File: config.mk
export PLATFORM = sky130hd
export DESIGN_NAME = router_pkt_tx
export DESIGN_NICKNAME = d
export VERILOG_FILES = /design/src/rtl/router_pkg.sv /design/src/rtl/router_tx_buf.sv /design/src/rtl/router_pkt_tx.sv
export SDC_FILE = /design/constraint.sdc
export NUM_CORES = 1
export LEC_CHECK = 0
export ABC_AREA = 0
export BUFFER_PORTS_ARGS = -buffer_cell sky130_fd_sc_hd__buf_2
export CAP_MARGIN = 20
export CELL_PAD_IN_SITES_DETAIL_PLACEMENT = 0
export CELL_PAD_IN_SITES_GLOBAL_PLACEMENT = 1
export CORE_AREA = 5 5 198 219
export CTS_CLUSTER_DIAMETER = 40
export DETAILED_ROUTE_END_ITERATION = 10
export DIE_AREA = 0 0 203 224
export PLACE_DENSITY_LB_ADDON = 0.1
export SETUP_SLACK_MARGIN = 0.02
export SYNTH_ARGS = -nofsm -noshare
export SYNTH_HDL_FRONTEND = slang
export SYNTH_SLANG_ARGS = --single-unit
File: constraint.sdc
create_clock -name router_clock -period 5.92 [get_ports router_clock]
set_input_delay 1.48 -clock router_clock [delete_from_list [all_inputs] [get_ports router_clock]]
set_output_delay 1.48 -clock router_clock [all_outputs]
set_load 0.01 [all_outputs]
File: src/rtl/router_pkg.sv
// Shared types and header field layout for the router packet transmitter.
package router_pkg;

  typedef enum logic [2:0] {
    ST_IDLE,
    ST_COLLECT,
    ST_HEADER,
    ST_PAYLOAD,
    ST_PARITY
  } tx_state_e;

  localparam int LEN_W    = 6;
  localparam int LEN_LSB  = 2;
  localparam int ADDR_W   = 2;
  localparam int ADDR_LSB = 0;

  localparam logic [ADDR_W-1:0] ADDR_INVALID = 2'b11;

  function automatic logic [7:0] make_header(input logic [LEN_W-1:0]  len,
                                             input logic [ADDR_W-1:0] addr);
    logic [7:0] h;
    h = '0;
    h[LEN_LSB +: LEN_W]   = len;
    h[ADDR_LSB +: ADDR_W] = addr;
    return h;
  endfunction

endpackage

File: src/rtl/router_tx_buf.sv
// Payload staging buffer: synchronous write while collecting, combinational read while sending.
module router_tx_buf #(
  parameter int DEPTH = 63,
  parameter int AW    = 6
) (
  input  logic          clk,
  input  logic          wr_en,
  input  logic [AW-1:0] wr_addr,
  input  logic [7:0]    wr_data,
  input  logic [AW-1:0] rd_addr,
  output logic [7:0]    rd_data
);

  logic [7:0] mem_q [DEPTH];

  always_ff @(posedge clk) begin
    if (wr_en) begin
      mem_q[wr_addr] <= wr_data;
    end
  end

  assign rd_data = mem_q[rd_addr];

endmodule

File: src/rtl/router_pkt_tx.sv
// Host-to-router packet transmitter: buffers a payload, then sends header, payload and parity.
// Optional ROUTER_TX_PARITY_ERR_INJ_EN adds tx_err_inj to corrupt parity bit 0 for test.
module router_pkt_tx
  import router_pkg::*;
#(
  parameter int MAX_LEN = 63
) (
  input  logic       router_clock,
  input  logic       router_reset,
  input  logic       tx_start,
  input  logic [1:0] tx_addr,
  input  logic [5:0] tx_len,
  output logic       tx_ready,
  input  logic [7:0] pl_data,
  input  logic       pl_valid,
  output logic       pl_ready,
  input  logic       busy,
  input  logic       soft_reset_0,
  input  logic       soft_reset_1,
  input  logic       soft_reset_2,
  output logic       pkt_valid,
  output logic [7:0] data_in,
  output logic       tx_done,
  output logic       tx_abort,
  output logic       req_err
`ifdef ROUTER_TX_PARITY_ERR_INJ_EN
  ,
  input  logic       tx_err_inj
`endif
);

  localparam int         AW        = (MAX_LEN > 1) ? $clog2(MAX_LEN) : 1;
  localparam logic [6:0] MAX_LEN_V = 7'(MAX_LEN);

  tx_state_e   state_q, state_d;
  logic [1:0]  addr_q, addr_d;
  logic [5:0]  len_q, len_d;
  logic [5:0]  cnt_q, cnt_d;
  logic [7:0]  par_q, par_d;
  logic        inj_q, inj_d;

  logic        tx_ready_q, tx_ready_d;
  logic        pl_ready_q, pl_ready_d;
  logic        pkt_valid_q, pkt_valid_d;
  logic [7:0]  data_q, data_d;
  logic        tx_done_q, tx_done_d;
  logic        tx_abort_q, tx_abort_d;
  logic        req_err_q, req_err_d;

  logic        wr_en;
  logic [7:0]  rd_data;
  logic [7:0]  header;
  logic        req_bad;
  logic        last_byte;
  logic        abort_hit;
  logic [3:0]  soft_rst_vec;

  router_tx_buf #(
    .DEPTH (MAX_LEN),
    .AW    (AW)
  ) u_buf (
    .clk     (router_clock),
    .wr_en   (wr_en),
    .wr_addr (cnt_q[AW-1:0]),
    .wr_data (pl_data),
    .rd_addr (cnt_d[AW-1:0]),
    .rd_data (rd_data)
  );

  assign header       = make_header(len_q, addr_q);
  assign req_bad      = (tx_addr == ADDR_INVALID) || (tx_len == '0) || ({1'b0, tx_len} > MAX_LEN_V);
  assign last_byte    = (cnt_q == (len_q - 6'd1));
  // Index 3 is the invalid address and never matches a soft reset.
  assign soft_rst_vec = {1'b0, soft_reset_2, soft_reset_1, soft_reset_0};
  assign abort_hit    = soft_rst_vec[addr_q];

  always_comb begin
    state_d    = state_q;
    addr_d     = addr_q;
    len_d      = len_q;
    cnt_d      = cnt_q;
    par_d      = par_q;
    inj_d      = inj_q;
    req_err_d  = 1'b0;
    tx_done_d  = 1'b0;
    tx_abort_d = 1'b0;
    wr_en      = 1'b0;
    case (state_q)
      ST_IDLE: begin
        if (tx_start) begin
          if (req_bad) begin
            req_err_d = 1'b1;
          end else begin
            addr_d  = tx_addr;
            len_d   = tx_len;
            cnt_d   = '0;
            par_d   = '0;
`ifdef ROUTER_TX_PARITY_ERR_INJ_EN
            inj_d   = tx_err_inj;
`else
            inj_d   = 1'b0;
`endif
            state_d = ST_COLLECT;
          end
        end
      end
      ST_COLLECT: begin
        if (pl_valid) begin
          wr_en = 1'b1;
          par_d = par_q ^ pl_data;
          cnt_d = cnt_q + 6'd1;
          if (last_byte) state_d = ST_HEADER;
        end
      end
      ST_HEADER: begin
        if (abort_hit) begin
          state_d    = ST_IDLE;
          tx_abort_d = 1'b1;
        end else if (!busy) begin
          par_d   = par_q ^ header;
          cnt_d   = '0;
          state_d = ST_PAYLOAD;
        end
      end
      ST_PAYLOAD: begin
        if (abort_hit) begin
          state_d    = ST_IDLE;
          tx_abort_d = 1'b1;
        end else if (!busy) begin
          if (last_byte) state_d = ST_PARITY;
          else           cnt_d   = cnt_q + 6'd1;
        end
      end
      ST_PARITY: begin
        if (abort_hit) begin
          state_d    = ST_IDLE;
          tx_abort_d = 1'b1;
        end else if (!busy) begin
          state_d   = ST_IDLE;
          tx_done_d = 1'b1;
        end
      end
      default: state_d = ST_IDLE;
    endcase
  end

  // Outputs are registered from the next state, so busy never reaches a port combinationally.
  always_comb begin
    tx_ready_d  = (state_d == ST_IDLE);
    pl_ready_d  = (state_d == ST_COLLECT);
    pkt_valid_d = (state_d == ST_HEADER) || (state_d == ST_PAYLOAD);
    data_d      = 8'h00;
    case (state_d)
      ST_HEADER:  data_d = header;
      ST_PAYLOAD: data_d = rd_data;
      ST_PARITY:  data_d = par_d ^ {7'b0, inj_d};
      default:    data_d = 8'h00;
    endcase
  end

  always_ff @(posedge router_clock) begin
    if (router_reset) begin
      state_q     <= ST_IDLE;
      addr_q      <= '0;
      len_q       <= '0;
      cnt_q       <= '0;
      par_q       <= '0;
      inj_q       <= 1'b0;
      tx_ready_q  <= 1'b1;
      pl_ready_q  <= 1'b0;
      pkt_valid_q <= 1'b0;
      data_q      <= 8'h00;
      tx_done_q   <= 1'b0;
      tx_abort_q  <= 1'b0;
      req_err_q   <= 1'b0;
    end else begin
      state_q     <= state_d;
      addr_q      <= addr_d;
      len_q       <= len_d;
      cnt_q       <= cnt_d;
      par_q       <= par_d;
      inj_q       <= inj_d;
      tx_ready_q  <= tx_ready_d;
      pl_ready_q  <= pl_ready_d;
      pkt_valid_q <= pkt_valid_d;
      data_q      <= data_d;
      tx_done_q   <= tx_done_d;
      tx_abort_q  <= tx_abort_d;
      req_err_q   <= req_err_d;
    end
  end

  assign tx_ready  = tx_ready_q;
  assign pl_ready  = pl_ready_q;
  assign pkt_valid = pkt_valid_q;
  assign data_in   = data_q;
  assign tx_done   = tx_done_q;
  assign tx_abort  = tx_abort_q;
  assign req_err   = req_err_q;

endmodule

# Yosys cells after proc, flatten, opt, wreduce, memory -nomap -nowiden
# Memory sizes are Yosys's and may differ from the RTL's.
# Index checks and enable logic that the tools add are counted.
# totals
ram_bits	504
memories	1
wordCells	85
register_bits	40
# mem_list
name	words	width	rd	rd_ports_with_merged_regs	wr	line	rtl
u_buf.mem_q	63	8	1	0	1	router_tx_buf.sv:14	logic [7:0] mem_q [DEPTH];
# op_classes
bitwise_logic	8
order_cmp	1
reduce_logical	10
add_sub_neg	2
mux	40
eq_ne	10
# op_table
cell	n
6-bit two-way mux	8
8-bit one-hot mux with 3 select lines	2
8-bit two-way mux	5
3-bit two-way mux	11
6-bit one-hot mux with 4 select lines	1
8-bit XOR	2
3-bit one-hot mux with 5 select lines	1
3-bit by 2-bit equality test with 1-bit output, second input constant	4
1-bit two-way mux	11
3-bit OR reduction	3
8-bit by 1-bit XOR with 8-bit output	1
6-bit by 1-bit adder with 6-bit output, second input constant	1
3-bit by 1-bit equality test with 1-bit output, second input constant	2
3-bit equality test, second input constant	2
6-bit equality test	1
3-bit zero test	2
6-bit zero test	1
6-bit by 1-bit subtractor with 6-bit output, second input constant	1
1-bit inverter	5
2-bit by 3-bit < comparator with 1-bit output, second input constant	1
3-bit AND reduction	1
1-bit binary-select mux with 2-bit select	1
2-bit equality test, second input constant	1
1-bit logical OR	2
2-bit OR reduction	1

# Longest topological paths before layout
# depth
word_depth	8
depth_mapped	17
mapped_depth_nobuf	12

# Cells and area by module
# From an unflattened synthesis, not the netlist that was laid out.
# hier_totals
cells_unflattened	1213
area_unflattened_um2	21943.5
# by_module_without_submodules
module	seq_area_each_um2	cells_each	area_per_inst_um2	instances
router_tx_buf	15134.5	941	19646.3	1
router_pkt_tx	800.8	272	2297.2	1

# Least setup slack after synthesis
# Ideal clock, no wire load.
# synth_timing
path_type	input-to-reg
from	in tx_len[5]
to	reg data_q[5] (netlist: data_in[5])
stages	13
arrival_ns	4.358
path_slack_ns	1.437
t_required_ns	5.796
path_buffers	3
path_cell_list	or4_4 o311a_1 o221ai_1 a32o_1 o22a_1 buf_4 buf_4 buf_6 mux2i_1 nor3_1 o41ai_1 a22oi_1 a2111o_1
# synth_via
elab_chain_len	7
word_cells_on_any_way	17
classes_between	eq/ne: 3; mux: 10; bitwise: 1; reduce/logical: 2; memory: 1
# synth_lines
element	line	rtl
start, declared	router_pkt_tx.sv:12	input logic [5:0] tx_len,
6-bit zero test (*)	router_pkt_tx.sv:71	assign req_bad = (tx_addr == ADDR_INVALID) || (tx_len == '0) || ({1'b0, tx_len} > MAX_LEN_V);
1-bit logical OR (*)	router_pkt_tx.sv:71	
6-bit two-way mux (tied with other cells)	router_pkt_tx.sv:91	if (req_bad) begin
6-bit two-way mux (tied with other cells)	router_pkt_tx.sv:90	if (tx_start) begin
6-bit one-hot mux with 4 select lines (tied with other cells)	router_pkt_tx.sv:88	case (state_q)
memory read 63 x 8 bit (tied with other cells)	--	
8-bit one-hot mux with 3 select lines (*)	router_pkt_tx.sv:153	case (state_d)
end signal, assigned	router_pkt_tx.sv:186	data_q <= data_d;
end, declared	router_pkt_tx.sv:45	logic [7:0] data_q, data_d;
# Every way passes the cells marked *; elsewhere a longest branch is shown, timed or not.
# A chain may end at the register's enable or synchronous reset.

# Worst setup path after layout
# layout_timing
from	reg len_q[0]
to	reg data_q[5] (netlist: data_in[5])
# layout_via
elab_chain_len	8
word_cells_on_any_way	17
classes_between	add/sub: 1; eq/ne: 4; mux: 11; memory: 1
# layout_lines
element	line	rtl
start, declared	router_pkt_tx.sv:37	logic [5:0] len_q, len_d;
start signal, assigned	router_pkt_tx.sv:179	len_q <= len_d;
6-bit by 1-bit subtractor with 6-bit output (*)	router_pkt_tx.sv:72	assign last_byte = (cnt_q == (len_q - 6'd1));
6-bit equality test (*)	router_pkt_tx.sv:72	
6-bit two-way mux / 3-bit two-way mux (equally long branches)	router_pkt_tx.sv:130	if (last_byte) state_d = ST_PARITY;
6-bit two-way mux / 3-bit two-way mux (equally long branches)	router_pkt_tx.sv:129	end else if (!busy) begin
6-bit two-way mux / 3-bit two-way mux (equally long branches)	router_pkt_tx.sv:126	if (abort_hit) begin
6-bit one-hot mux with 4 select lines / 3-bit one-hot mux with 5 select lines (equally long branches)	router_pkt_tx.sv:88	
memory read 63 x 8 bit (tied with other cells)	--	
8-bit one-hot mux with 3 select lines (*)	router_pkt_tx.sv:153	
# Marked as above.

==> results.yml <==
outcome:
  run_status: "finished, final reports clean"
synthesis:
  synth_edf_count: 504
  syn_inst: 1645
  avgSynthCellArea_um2: 14.0
  syn_nets: 1671
  async_flop_share_pct: 0
  yosysWarnings: 0
  yosysUniqueCellTypes: 87
  seq_area_frac_synth_pct: 69.1
  synthFlopType: "edfxtp_1"
  yosys_register_bits: 544
  netlist_area_um2: 23100
clock_network:
  clock_latency_ps: 590
  htree_levels: 3
  cts_resized: 0
  post_cts_buffers: 0
  root_buffer: "clkbuf_16"
  clockBufferDepth: 3
  cts.sinks: 544
  postCtsHoldBufs: 0
  cts_tree: "yes"
  cts.clk_slew.worst_paths_ps: 50
  cts_buffers: 71
power:
  ir_drop_mv: 0.344
  powerDensity_nw_per_um2: 330
  power_frac_clock_pct: 46.3
  seq_power_share_pct: 49.0
  p_int_mw: 6.72
  swShare_pct: 22.0
  p_leak_nw: 8.40
  p_comb_share_pct: 4.7
  p_switching_mw: 1.90
detailed_routing:
  routed_wl_um: 66700
  viasPerCell: 6.57
  drc: 0
  num_vias: 15000
  detail_route.iter0.violations: 1556
  wl_per_cell_um: 29.2
  first_pass_iters: 6
  drtAntennaViolNets: 0
die:
  core_um2: 40900
  fp-row-count: 78
  die_h_um: 224
  start_util_pct: 56.4
  die_w_um: 203
  die_area_um2: 45500
  ios: 38
global_routing:
  antenna_found_initial: 3
  grt_util_all_layers_pct: 28.9
  overflow: 0
  grt_max_degree: 67
  grt_pass1_wl_um: 96400
  first_global_vias: 14600
placement:
  place_inst: 2163
  place_congestion: 0.932
  io_buffers: 37
  place_hpwl_um: 43700
timing:
  worstMarginPinSlew_ps: 1170
  rsz0062_at_grt: "no"
  slew_violations: 0
  fin_worst_skew_ps: 21.4
  holdWs_ps: 531
  period_needed_ps: 4860
  fin_setup_tns_ps: 0
  setup_viol: 0
  slew-limit-headroom_pct: 21.3
  timing.final.crit_share_pct: 82.1
  max_freq_mhz: 206
  hold_violations: 0
critical_path:
  cp.required_ps: 6390
  start_kind: "register"
  r2r_slack_ps: 1060
  path_max_fanout: 46
  reg2reg_from: "len_q[0]$_SDFFE_PP0P_"
  worst_ep_arrival_time_ps: 5330
  crit_path_end_kind: "register"
  rr_worst_depth: 13
  crit_type: "reg -> reg"
  reg2reg_to: "data_in[5]$_SDFF_PP0_"
finish:
  nFillCells: 3072
  regArea_um2: 15900
  drive_gt1_share_pct: 15.6
  final_common_cell: "edfxtp_1"
  syn2layout_area_growth_pct: 13.2
  final_cell_mix: "edfxtp_1, nand2_1, mux2i_1"
  layout.nets: 1744
  fin_cells: 2289
  multi_input_area_um2: 6480
  antenna_cells: 0
worst_hold_path:
  holdCritPathClass: "reg -> reg"
  hp-start: "inj_q$_SDFF_PP0_"
  hold_path_depth: 2
  holdPathEnd: "inj_q$_SDFF_PP0_"
flow_run:
  maxCapViolCount: 0
sequential cells by signal, summed over array words and instances, names as in the netlist:
name / flops
len_q: 6
data_in: 8
u_buf.mem_q: 504
par_q: 8
inj_q: 1
addr_q: 2
state_q: 3
tx_ready: 1
req_err: 1
tx_abort: 1
cnt_q: 6
pl_ready: 1
tx_done: 1
pkt_valid: 1
worst max path at each step:
| stage | slack (ps) | cells after the start | to | startpoint |
|---|---|---|---|---|
| 3_5_place_dp | 570 | 12 | data_in[5]$_SDFF_PP0_ | tx_len[5] |
| 3_3_place_gp | 570 | 12 | data_in[5]$_SDFF_PP0_ | tx_len[5] |
| 4_1_cts | 1120 | 13 | data_in[5]$_SDFF_PP0_ | len_q[0]$_SDFFE_PP0P_ |
| 5_1_grt | 870 | 13 | data_in[5]$_SDFF_PP0_ | len_q[0]$_SDFFE_PP0P_ |
| 6_report | 1060 | 13 | data_in[5]$_SDFF_PP0_ | len_q[0]$_SDFFE_PP0P_ |
| 2_1_floorplan | 1440 | 13 | data_in[5]$_SDFF_PP0_ | tx_len[5] |
synthesized netlist by cell type (all sizes together) (22+ instances only):
cell,n,area (um2)
a32oi,32,280
a21oi,53,288
nand4,28,175
o21ai,29,149
edfxtp,504,15100
nand3,49,250
a31oi,22,138
clkbuf,34,130
nor2,134,521
mux2i,144,1440
buf,68,470
mux2,22,248
dfxtp,40,801
nand2,218,821
worst max-delay path: stages, from the launching register on:
cell and delay [ps]:
dfxtp_1 520, inv_1 130, ha_1 280, xnor2_1 140
a211oi_1 370, nand3_2 240, o31a_1 510, o211ai_4 740
buf_12 350, mux2i_1 230, mux2i_1 210, a221oi_1 390
a22oi_1 220, a2111o_1 390
cells by family (layout without fill, tap and decap cells):
family / count (synthesis) / in the layout / share of synthesized area, %
buffers and inverters: 119 / 243 / 2.88
adders and majority gates: 2 / 2 / 0.109
DFF: 544 / 544 / 69.1
muxes: 170 / 170 / 7.72
xor gates and xnor gates: 7 / 7 / 0.298
AOI/OAI and AO/OA: 296 / 296 / 9.91
and+or+nand+nor: 507 / 507 / 9.97
metal layers:
layer,GRT usage [%],wire (um),vias up
met3,8.47,6890,191
met2,45.8,31300,786
met4,12.6,3090,4
li1,-,-,6551
met5,0,25,-
met1,37.6,25400,7514
power groups by stage:
stage	Clock [mW]	Sequential (mW)	Combinational, mW
floorplan	0	4.29	0.227
global placement	0	4.30	0.393
detailed placement	0	4.30	0.398
CTS	4.03	4.22	0.399
global route	4.21	4.22	0.426
finish	3.99	4.22	0.402
final cells by class:
| cell class | instances | share of cell area, % |
|---|---|---|
| clock buffer | 79 | 6.92 |
| inverter | 17 | 0.244 |
| multi-input combinational | 982 | 24.8 |
| tap | 520 | 2.49 |
| timing repair buffer | 102 | 2.96 |
| clock inverter | 45 | 1.50 |
| sequential | 544 | 61.1 |
per-stage QoR:
stage | instance area (um2) | total power, mW | setup slack, ps | utilization [%]
after floorplan | 23100 | 4.52 | 1440 | -
after global placement | 23900 | 4.69 | 573 | 58.4
after detailed placement | 23900 | 4.70 | 565 | 58.4
after CTS | 26100 | 8.65 | 1120 | 63.8
after global routing | 26100 | 8.85 | 872 | 63.8
final | 26100 | 8.62 | 1060 | 63.8
No activity file was read; power rests on OpenSTA's default activity.
